==> src/rtl/msgmii_pkg.sv <==
// Shared encodings for the MII/GMII rate-adaptation path toward the SGMII PCS.
// Holds the line-rate codes and the nibble-assembly state enumeration.
// Pure declarations; no logic, no latency, no backpressure.
package msgmii_pkg;

  // Line-rate codes as driven on the speed input; 2'b11 is treated as 10.
  localparam logic [1:0] SPD_1000 = 2'b10;
  localparam logic [1:0] SPD_100  = 2'b01;
  localparam logic [1:0] SPD_10   = 2'b00;

  // Nibble-assembly states used at 10/100.
  typedef enum logic [1:0] {
    IDLE   = 2'd0,
    NIB_LO = 2'd1,
    NIB_HI = 2'd2
  } nib_state_e;

endpackage

==> src/rtl/msgmii_cnvtx.sv <==
// MAC-to-GMII transmit converter: byte pass-through at 1000, nibble-pair assembly at 10/100.
// Latency: 1 cycle at 1000; at 10/100 a byte is registered on the slot carrying its high nibble.
// No backpressure: pacing comes from the MAC via nib_en. Odd-frame counter only with MSGMII_CNVTX_STATS_EN.
module msgmii_cnvtx
  import msgmii_pkg::*;
#(
  parameter logic [3:0] PAD_NIBBLE = 4'h0
) (
  input  logic       clk,
  input  logic       rst,
  input  logic [1:0] speed,
  input  logic       nib_en,
  input  logic [7:0] mac_txd,
  input  logic       mac_tx_en,
  input  logic       mac_tx_er,
  output logic [7:0] gmii_txd,
  output logic       gmii_tx_en,
  output logic       gmii_tx_er,
  output logic [7:0] odd_cnt
);

  nib_state_e state_q, state_d;
  logic [1:0] speed_q, speed_d;
  logic [3:0] lo_q, lo_d;
  logic       er_lo_q, er_lo_d;
  logic [7:0] txd_q, txd_d;
  logic       en_q, en_d;
  logic       er_q, er_d;
  logic [1:0] eff_spd;

  // While idle the live speed input governs; once a frame starts the latched rate is frozen.
  assign eff_spd = (state_q == IDLE) ? speed : speed_q;

  // Next-state and output-byte selection; outputs hold unless a byte is emitted or the line is cleared.
  always_comb begin
    state_d = state_q;
    speed_d = speed_q;
    lo_d    = lo_q;
    er_lo_d = er_lo_q;
    txd_d   = txd_q;
    en_d    = en_q;
    er_d    = er_q;

    if (state_q == IDLE) begin
      speed_d = speed;
    end

    if (eff_spd == SPD_1000) begin
      txd_d = mac_txd;
      en_d  = mac_tx_en;
      er_d  = mac_tx_er;
    end else if (nib_en) begin
      case (state_q)
        IDLE: begin
          if (mac_tx_en) begin
            lo_d    = mac_txd[3:0];
            er_lo_d = mac_tx_er;
            state_d = NIB_HI;
          end else begin
            // First idle slot after a frame has ended: the last byte has now been
            // held for a full byte time, so drop the line.
            txd_d = 8'h00;
            en_d  = 1'b0;
            er_d  = 1'b0;
          end
        end
        NIB_HI: begin
          if (mac_tx_en) begin
            txd_d   = {mac_txd[3:0], lo_q};
            en_d    = 1'b1;
            er_d    = er_lo_q | mac_tx_er;
            state_d = NIB_LO;
          end else begin
            // Odd nibble count: pad the stranded low nibble and flag it as errored.
            txd_d   = {PAD_NIBBLE, lo_q};
            en_d    = 1'b1;
            er_d    = 1'b1;
            state_d = IDLE;
          end
        end
        NIB_LO: begin
          if (mac_tx_en) begin
            lo_d    = mac_txd[3:0];
            er_lo_d = mac_tx_er;
            state_d = NIB_HI;
          end else begin
            state_d = IDLE;
          end
        end
        default: begin
          state_d = IDLE;
        end
      endcase
    end
  end

  // State, latched rate, pending low nibble and registered GMII outputs.
  always_ff @(posedge clk) begin
    if (rst) begin
      state_q <= IDLE;
      speed_q <= 2'b00;
      lo_q    <= 4'h0;
      er_lo_q <= 1'b0;
      txd_q   <= 8'h00;
      en_q    <= 1'b0;
      er_q    <= 1'b0;
    end else begin
      state_q <= state_d;
      speed_q <= speed_d;
      lo_q    <= lo_d;
      er_lo_q <= er_lo_d;
      txd_q   <= txd_d;
      en_q    <= en_d;
      er_q    <= er_d;
    end
  end

  assign gmii_txd   = txd_q;
  assign gmii_tx_en = en_q;
  assign gmii_tx_er = er_q;

`ifdef MSGMII_CNVTX_STATS_EN
  logic [7:0] odd_cnt_q, odd_cnt_d;
  logic       pad_slot;

  // Count frames that ended on a lone low nibble, saturating at all-ones.
  always_comb begin
    pad_slot  = (state_q == NIB_HI) && nib_en && !mac_tx_en;
    odd_cnt_d = odd_cnt_q;
    if (pad_slot && (odd_cnt_q != 8'hFF)) begin
      odd_cnt_d = odd_cnt_q + 8'd1;
    end
  end

  // Odd-frame counter register.
  always_ff @(posedge clk) begin
    if (rst) begin
      odd_cnt_q <= 8'h00;
    end else begin
      odd_cnt_q <= odd_cnt_d;
    end
  end

  assign odd_cnt = odd_cnt_q;
`else
  assign odd_cnt = 8'h00;
`endif

endmodule

==> config.mk <==
export PLATFORM = sky130hd
export DESIGN_NAME = msgmii_cnvtx
export DESIGN_NICKNAME = d
export VERILOG_FILES = /design/src/rtl/msgmii_pkg.sv /design/src/rtl/msgmii_cnvtx.sv
export SDC_FILE = /design/constraint.sdc
export NUM_CORES = 1
export LEC_CHECK = 0
export CAP_MARGIN = 20
export CORE_MARGIN = 3
export CORE_UTILIZATION = 30
export CTS_BUF_LIST = sky130_fd_sc_hd__clkbuf_4
export DETAILED_ROUTE_END_ITERATION = 12
export DONT_BUFFER_PORTS = 1
export GPL_TIMING_DRIVEN = 0
export MAX_ROUTING_LAYER = met4
export PLACE_DENSITY_LB_ADDON = 0.08
export SLEW_MARGIN = 5
export SYNTH_ARGS = -nofsm -noshare
export SYNTH_HDL_FRONTEND = slang
export SYNTH_SLANG_ARGS = --single-unit
==> constraint.sdc <==
create_clock -name clk -period 2.1 [get_ports clk]
set_input_delay 0.315 -clock clk [delete_from_list [all_inputs] [get_ports clk]]
set_output_delay 0.315 -clock clk [all_outputs]
set_load 0.05 [all_outputs]
==> results of run 1 <==
[final timing paths]
kind | endpoint | slack [ns] | cells past startpoint
max | gmii_tx_er$_SDFFE_PP0P_ | 0.30 | 5
min | speed_q[1]$_SDFF_PP0_ | 0.14 | 2
max reg2reg | gmii_tx_er$_SDFFE_PP0P_ | 0.30 | 5
min reg2reg | speed_q[1]$_SDFF_PP0_ | 0.48 | 2
[flip-flops by register name, indices dropped and copies added (netlist names)]
name and cells:
gmii_txd 8, lo_q 4, speed_q 2, state_q 2, er_lo_q 1, gmii_tx_en 1, gmii_tx_er 1
[logic make-up after synthesis]
family | count (synthesis) | share of synthesized area (%)
simple gates | 43 | 26.7
compound gates | 20 | 17.5
flops | 19 | 38.8
buf+inv | 16 | 11.6
mux | 5 | 5.10
other cells | 1 | 0.382
[synthesized netlist by cell type (all sizes together)]
master | instances | area share (%)
mux2i | 5 | 5.1
o21a | 1 | 0.77
nand4 | 1 | 0.64
inv | 2 | 0.77
nand2b | 2 | 1.3
and3b | 1 | 0.89
nor4 | 1 | 0.64
conb | 1 | 0.38
a2111oi | 1 | 2.8
o21ai | 3 | 1.9
a221oi | 8 | 7.1
clkbuf | 2 | 0.89
a21boi | 3 | 2.3
nor2 | 17 | 6.5
a21oi | 3 | 1.5
and2 | 1 | 0.64
nand2 | 4 | 1.5
dfxtp | 19 | 39
o211a | 1 | 1.0
or2 | 1 | 0.64
nor2b | 2 | 1.3
buf | 12 | 9.9
and4b | 1 | 1.0
nor3 | 11 | 10
or4b | 1 | 1.4
[power by group]
| group | internal, µW | total, µW | switching, µW | leakage [µW] |
|---|---|---|---|---|
| clock network | 70.9 | 186 | 115 | 0.0000177 |
| logic | 63.3 | 162 | 99.2 | 0.000251 |
| registers | 385 | 455 | 69.8 | 0.000156 |
| total | 519 | 803 | 284 | 0.000425 |
[per-layer routing]
metal	up-vias	global-route usage, %	wire, µm
met2	26	18.8	1010
met1	367	14.8	1030
li1	381	-	-
met5	-	-	0
met4	0	2.43	15
met3	2	5.35	170
[through the flow]
stage	cells	instance area, µm²	setup WS (ns)
after global placement	155	1060	0.309
after floorplan	111	1010	0.591
after global routing	159	1090	0.156
final	159	1090	0.295
after CTS	159	1090	0.284
after detailed placement	155	1060	0.318
[worst reg2reg max path: stages (launching register included)]
cell and delay (ns):
dfxtp_1 0.32, buf_6 0.13, or2_2 0.31, a21boi_1 0.69, a21oi_1 0.17, nor3_2 0.13
[area by class of cell]
cell class	instances	area (µm²)	area share, %
multi-input combinational	76	513	47.1
sequential	19	380	34.9
buffer	14	106	9.76
tap	44	55.1	5.05
clock buffer	3	22.5	2.07
inverter	2	7.51	0.689
clock inverter	1	5.00	0.459
==> flow_summary.json, run 1 <==
{
  "status": "completed",
  "crit_fanout": 10,
  "wl_um": 2230,
  "netlist_instances": 104,
  "rsz0062_at_grt": "no",
  "postCtsSetupBuffers": 0,
  "hp-class": "primary input to flop",
  "cts-root-buf": "clkbuf_4",
  "syn-mean-instance-area_um2": 9.43,
  "final_common_cell": "dfxtp_1",
  "critPathBufInv": 1,
  "core_area_mm2": 0.00308,
  "routabilityCongestion": 0.770,
  "fin_skew_ns": 0.00251,
  "worst_r2r_startpoint": "state_q[1]$_SDFFE_PP0P_",
  "vdd_drop_max_v": 0.000345,
  "power.total_uw": 803,
  "max_slew_margin_pct": 40.5,
  "power_density_mw_per_mm2": 737,
  "num-fill-cells": 333,
  "crit_path_cell_trace": "buf_6, or2_2, a21boi_1, a21oi_1, nor3_2",
  "port_buffers": 0,
  "cts-htree-levels": 1,
  "critical_path_class": "flop to flop",
  "grt_pass1_wl_um": 3710,
  "drc": 0,
  "start_util_pct": 31.9,
  "clk_path_buf_depth": 2,
  "ant_nets": 0,
  "final-setup-viol-count": 0,
  "cp-end-kind": "flop",
  "place.detailed.hpwl_um": 1620,
  "die_height_um": 63.2,
  "hold_viol": 0,
  "grt_usage_pct": 12.2,
  "hold_start": "speed[1]",
  "setup_tns_ns": 0,
  "seq_area_frac_synth_pct": 38.8,
  "synth_seq_cells": 19,
  "die_w_um": 63.2,
  "cts_sinks": 19,
  "drv_cap": 0,
  "antenna_found_initial": 0,
  "rows": 20,
  "cp.arrival_ns": 2.04,
  "worstMarginPinSlew_ns": 0.890,
  "path_clk_slew_ns": 0.11,
  "yosysUniqueCellTypes": 32,
  "p_leak_uw": 0.000425,
  "hold_buffers": 0,
  "worstSkewPairLatency_ns": 0.29,
  "final_cell_mix": "dfxtp_1 (19), nor2_1 (17), nor3_2 (9)",
  "path_delay_family": "compound AO/OA/AOI/OAI gates",
  "globalRouteOverflowTotal": 0,
  "wl_per_cell_um": 14.0,
  "synth_warnings": 0,
  "final.min_clock_period_ns": 1.80,
  "crit_slowest_cell": "a21boi_1",
  "slew_viol_final": 0,
  "crit_path_start_kind": "flop",
  "fin_crit_sh_pct": 85.9,
  "synth_area_um2": 981,
  "fp.dieArea_mm2": 0.00399,
  "fin_util_pct": 35.4,
  "cts_tree": "done",
  "cts_buffers": 3,
  "fin_hold_ws_ns": 0.141,
  "drtPass1Iterations": 4,
  "critPathRequiredTime_ns": 2.33,
  "cp-startpoint": "state_q[1]$_SDFFE_PP0P_",
  "viasPerCell": 4.88,
  "syn2layout_area_growth_pct": 11.1,
  "drive_gt1_share_pct": 25.2,
  "critical-path-max-stage-delay_ns": 0.69,
  "fmax_ghz": 0.554,
  "grt_pass1_vias": 761,
  "nNetsFinal": 131,
  "grt_max_degree": 12,
  "ctsResizeCount": 0,
  "num_antenna_cells": 0,
  "io-pin-count": 33,
  "drt_iter0_drc": 8,
  "vias": 776
}
Power figures use the tool's default switching activity.
==> run 2: changes to the inputs <==
--- a/config.mk
+++ b/config.mk
@@ -14,7 +14,7 @@
 export GPL_TIMING_DRIVEN = 0
 export MAX_ROUTING_LAYER = met4
 export PLACE_DENSITY_LB_ADDON = 0.08
-export SLEW_MARGIN = 5
+export SLEW_MARGIN = 20
 export SYNTH_ARGS = -nofsm -noshare
 export SYNTH_HDL_FRONTEND = slang
 export SYNTH_SLANG_ARGS = --single-unit
==> results of run 2 <==
Final layout, timing and power as in run 1 (identical DEF).
